--- config.mk ---
export PLATFORM = sky130hd
export DESIGN_NAME = shiftreg_rw_ctrl
export DESIGN_NICKNAME = d
export VERILOG_FILES = /design/src/rtl/shiftreg_rw_ctrl.sv
export SDC_FILE = /design/constraint.sdc
export NUM_CORES = 1
export LEC_CHECK = 0
export ABC_CLOCK_PERIOD_IN_PS = 2700
export BUFFER_PORTS_ARGS = -buffer_cell sky130_fd_sc_hd__buf_2
export CAP_MARGIN = 40
export CORE_ASPECT_RATIO = 0.9
export CORE_MARGIN = 1.5
export CORE_UTILIZATION = 58
export CTS_BUF_LIST = sky130_fd_sc_hd__clkbuf_4 sky130_fd_sc_hd__clkbuf_8
export DETAILED_ROUTE_END_ITERATION = 8
export HOLD_SLACK_MARGIN = 0.12
export PLACE_DENSITY = 0.81
export SLEW_MARGIN = 20
export SYNTH_ARGS = -nofsm -noshare
export SYNTH_HDL_FRONTEND = slang
export SYNTH_SLANG_ARGS = --single-unit
--- constraint.sdc ---
create_clock -name clk -period 2.7 [get_ports clk]
set_input_delay 0 -clock clk [delete_from_list [all_inputs] [get_ports clk]]
set_output_delay 0 -clock clk [all_outputs]
set_load 0.01 [all_outputs]
--- src/rtl/shiftreg_rw_ctrl.sv ---
// Serial write/readback sequencer for the Mic4 configuration shift register.
// Shifts data_in out MSB-first on sin/sclk, captures sout, then strobes load.
module shiftreg_rw_ctrl #(
  parameter int WIDTH   = 64,
  parameter int CLK_DIV = 4
) (
  input  logic             clk,
  input  logic             rst,
  input  logic             start,
  input  logic             rd_only,
  input  logic [WIDTH-1:0] data_in,
  input  logic             sout,
  output logic             sclk,
  output logic             sin,
  output logic             load,
  output logic             busy,
  output logic             done,
  output logic [WIDTH-1:0] data_out
);

  localparam int BW = $clog2(WIDTH + 1);
  localparam int DW = $clog2(CLK_DIV + 1);

  typedef enum logic [2:0] {IDLE, SHIFT_LO, SHIFT_HI, LOAD, DONE} state_t;

  state_t           state, state_n;
  logic [DW-1:0]    div_cnt, div_n;
  logic [BW-1:0]    bit_cnt, bit_n, bit_inc;
  logic [WIDTH-1:0] tx, tx_n, rx, rx_n, data_out_n;
  logic             rd_q, rd_n, pend, pend_n;
  logic             div_last;
  logic             sclk_n, sin_n, load_n, busy_n, done_n;

  assign div_last = (div_cnt == DW'(CLK_DIV - 1));
  assign bit_inc  = bit_cnt + BW'(1);

  always_comb begin
    state_n = state;
    div_n   = div_cnt;
    bit_n   = bit_cnt;
    tx_n    = tx;
    rx_n    = rx;
    rd_n    = rd_q;
    pend_n  = pend;
    case (state)
      IDLE: begin
        // Latch on start, enter SHIFT_LO one cycle later; start is ignored while pending.
        if (pend) begin
          state_n = SHIFT_LO;
          pend_n  = 1'b0;
          div_n   = '0;
          bit_n   = '0;
        end else if (start) begin
          pend_n = 1'b1;
          tx_n   = rd_only ? '0 : data_in;
          rd_n   = rd_only;
          rx_n   = '0;
        end
      end
      SHIFT_LO: begin
        if (div_last) begin
          div_n   = '0;
          state_n = SHIFT_HI;
        end else begin
          div_n = div_cnt + DW'(1);
        end
      end
      SHIFT_HI: begin
        if (div_last) begin
          div_n = '0;
          rx_n  = {rx[WIDTH-2:0], sout};
          bit_n = bit_inc;
          if (bit_inc == BW'(WIDTH)) begin
            state_n = LOAD;
          end else begin
            tx_n    = {tx[WIDTH-2:0], 1'b0};
            state_n = SHIFT_LO;
          end
        end else begin
          div_n = div_cnt + DW'(1);
        end
      end
      LOAD: begin
        if (div_last) begin
          div_n   = '0;
          state_n = DONE;
        end else begin
          div_n = div_cnt + DW'(1);
        end
      end
      DONE:    state_n = IDLE;
      default: state_n = IDLE;
    endcase

    // Outputs decoded from the next state so they leave the flops glitch-free.
    sclk_n     = (state_n == SHIFT_HI);
    sin_n      = (state_n == SHIFT_LO || state_n == SHIFT_HI) ? tx_n[WIDTH-1] : 1'b0;
    load_n     = (state_n == LOAD) && !rd_n;
    busy_n     = (state_n == SHIFT_LO || state_n == SHIFT_HI || state_n == LOAD);
    done_n     = (state_n == DONE);
    data_out_n = (state_n == DONE) ? rx_n : data_out;
  end

  always_ff @(posedge clk or negedge rst) begin
    if (!rst) begin
      state    <= IDLE;
      div_cnt  <= '0;
      bit_cnt  <= '0;
      tx       <= '0;
      rx       <= '0;
      rd_q     <= 1'b0;
      pend     <= 1'b0;
      sclk     <= 1'b0;
      sin      <= 1'b0;
      load     <= 1'b0;
      busy     <= 1'b0;
      done     <= 1'b0;
      data_out <= '0;
    end else begin
      state    <= state_n;
      div_cnt  <= div_n;
      bit_cnt  <= bit_n;
      tx       <= tx_n;
      rx       <= rx_n;
      rd_q     <= rd_n;
      pend     <= pend_n;
      sclk     <= sclk_n;
      sin      <= sin_n;
      load     <= load_n;
      busy     <= busy_n;
      done     <= done_n;
      data_out <= data_out_n;
    end
  end

endmodule

==> flow_metrics.tcl <==
set metrics [dict create \
    p_seq_frac 0.489 \
    cts_tree "done" \
    num_io_pins 138 \
    layout_setup_ws_ns 0.0899 \
    power.internal_uw 5150 \
    crit_buf_inv 1 \
    h-tree-depth 2 \
    post-route-min-period_ns 2.61 \
    fin_crit_sh 0.967 \
    cp.arrival_ns 2.98 \
    max_freq_mhz 383 \
    critPathSlowestCell "dlygate4sd3_1" \
    initial_core_util 0.598 \
    cp_top_family "simple AND/OR/NAND/NOR gates" \
    syn_nets 674 \
    rsz0062_at_grt "no" \
    comb_power_share 0.033 \
    fin_tns_setup_ns 0 \
    crit_fanout 12 \
    cts_buffers 34 \
    power_density_nw_per_um2 602 \
    setup_viol 0 \
    synth.distinct_cells 46 \
    fp-row-count 41 \
    drive_above_1_share 0.341 \
    yosys_register_bits 212 \
    outcome "complete, no violations" \
    grt_pass1_wl_um 32100 \
    path_cells "or3b_1 -> nand2b_1 -> a32o_1 -> dlygate4sd3_1 -> a211o_1" \
    p_sw_frac 0.210 \
    synth_edf_count 0 \
    die_w_um 130 \
    p_clk_frac 0.478 \
    finClkSkew_ns 0.0209 \
    grt_overflow 0 \
    slowest_delay_ns 0.56 \
    via_count 6048 \
    wl_per_cell_um 19.0 \
    cts_buffer_depth 3 \
    place_congestion 0.859 \
    end_kind "flip-flop" \
    synthTopCellsByCount "212 x dfrtp_1, 68 x a22o_1, 65 x mux2_2, 63 x and2_1, 62 x a221o_1" \
    die_area_um2 15300 \
    synth_area_leader_cell "dfrtp_1" \
    slew_headroom 0.566 \
    p_switching_uw 1370 \
    diodes 0 \
    nNetsFinal 884 \
    hold_viol 0 \
    power_leakage_uw 0.00557 \
    antenna_found_initial 0 \
    die-height_um 117 \
    critPathKind "flip-flop to flip-flop" \
    grt_max_degree 105 \
    grt_pass1_vias 6280 \
    max-cap-violations 0 \
    yosys_warnings 0 \
    synth_area_um2 8440 \
    ant_nets 0 \
    clk_latency_ns 0.49 \
    netlist_instances 602 \
    io_buffers 137 \
    worstPathRequired_ns 3.07 \
    async_reset_ff_frac 1.00 \
    setup.worst_path.start_class "flip-flop" \
    yosysTopAreaCellShare 0.629 \
    route.detailed.drc 0 \
    dp_slack_ns 0.111 \
    timing_worst_slew_pin_value_ns 0.651 \
    viasPerCell 5.89 \
    worstHoldPathType "input pin to flip-flop" \
    core_um2 14100 \
    clk_pin_slew_ns 0.07 \
    ys_top_cells_by_area "dfrtp_1 63%, mux2_2 8.7%, a221o_1 7.4%" \
    area_growth_pct 28.0 \
    cts_root_buf "clkbuf_8" \
    ys.flop_type "dfrtp_1" \
    grt_usage 0.264 \
    drt_iter0_drc 503 \
    cts_sinks 212 \
    avgSynthCellArea_um2 14.0 \
    drv_slew 0 \
    vdd_drop_max_uv 487 \
    wirelength_um 19500 \
    yosysMostFrequentCell "dfrtp_1" \
    seq_area_frac_synth 0.629 \
    drtPass1Iterations 7 \
    dp_hpwl_um 10800 \
]
power groups by stage:
stage,Sequential (µW),Clock [µW],Combinational [µW]
after floorplan,3240,0,5.65
after global placement,3240,0,123
after detailed placement,3240,0,127
after CTS,3180,3160,204
after global routing,3180,3320,235
final,3180,3110,213
timing repair:
action / CTS / global route
setup endpoints to repair: 0 / 63
setup buffers: 0 / 0
gates resized for setup: 0 / 1
hold buffers: 70 / 1
endpoints found under the hold margin: 170 / 16
kinds of logic after synthesis:
family                   count (synthesis)  share of synthesized area
multiplexers                            66                     0.0879
AO/OA/AOI/OAI                          160                      0.171
flip-flops                             212                      0.629
XOR/XNOR                                 2                    0.00208
AND/OR/NAND/NOR                        109                     0.0755
buffers and inverters                   50                     0.0307
adder cells (fa/ha/maj)                  3                    0.00445
area by class of cell:
type | count | area, µm²
fill | 871 | 3300
clock inverter | 11 | 165
multi-input combinational | 340 | 2900
sequential | 212 | 5310
inverter | 1 | 3.75
timing repair buffer | 223 | 1580
tap | 193 | 241
clock buffer | 47 | 609
state kept, by name, summed over array words and instances (netlist names), 3 cells and up:
name,count
tx,64
div_cnt,3
data_out,64
state,3
rx,64
bit_cnt,7
worst reg2reg max path: cells and delay by family (launching register included):
| kind | cells | cell delay, ns |
|---|---|---|
| DFF | 1 | 0.50 |
| AOI/OAI and AO/OA | 2 | 0.57 |
| buffers and inverters | 1 | 0.56 |
| and+or+nand+nor | 2 | 0.87 |
layer usage:
metal	GRT usage	routed length, µm	up-vias	part of all wire
met5	0	0	-	0
met4	0.115	715	0	0.037
met3	0.0474	839	60	0.043
met2	0.427	9710	208	0.50
met1	0.349	8250	3087	0.42
li1	-	-	2693	-
through the flow:
stage | cell area [µm²] | hold slack (ns) | util | std cells | total power [µW]
after floorplan | 8440 | -0.296 | - | 602 | 3250
after global placement | 9290 | 0.132 | 0.659 | 897 | 3370
after detailed placement | 9290 | 0.151 | 0.659 | 897 | 3370
after CTS | 10800 | 0.186 | 0.763 | 1025 | 6550
after global routing | 10800 | 0.278 | 0.766 | 1027 | 6730
final | 10800 | 0.284 | 0.766 | 1027 | 6510
cells in the final DEF, fill, tap and decap left out, types with 2 or more instances in the layout:
| cell | count |
|---|---|
| bufinv_16 | 4 |
| o31ai_1 | 2 |
| a32o_1 | 2 |
| mux2_2 | 65 |
| buf_4 | 10 |
| nand2b_1 | 2 |
| dlygate4sd3_1 | 71 |
| clkinv_2 | 3 |
| and3b_1 | 3 |
| a211o_1 | 2 |
| dfrtp_1 | 212 |
| a21bo_2 | 2 |
| nor2_1 | 11 |
| clkinvlp_4 | 4 |
| xor2_1 | 2 |
| nand2_1 | 11 |
| a22o_1 | 68 |
| a221o_1 | 62 |
| o21ai_0 | 9 |
| o21a_1 | 2 |
| nor3_1 | 3 |
| clkbuf_4 | 6 |
| clkbuf_8 | 42 |
| nor2_4 | 2 |
| buf_2 | 136 |
| nand3b_1 | 2 |
| nor2b_1 | 3 |
| buf_12 | 3 |
| ha_1 | 3 |
| nand3_1 | 3 |
| and2_1 | 62 |
path summary, 6_finish.rpt:
kind | slack (ns) | end | cells after the start | from
worst max-delay path | 0.09 | tx[63] | 5 | state[0]
worst min-delay path | 0.28 | tx[0] | 3 | data_in[0]
worst max register to register | 0.09 | tx[63] | 5 | state[0]
worst min register to register | 0.50 | data_out[10] | 1 | data_out[10]
max in group asynchronous | 1.22 | rx[13] | 5 | rst
min in group asynchronous | 0.46 | tx[53] | 3 | rst
No activity file was read; power rests on OpenSTA's default activity.
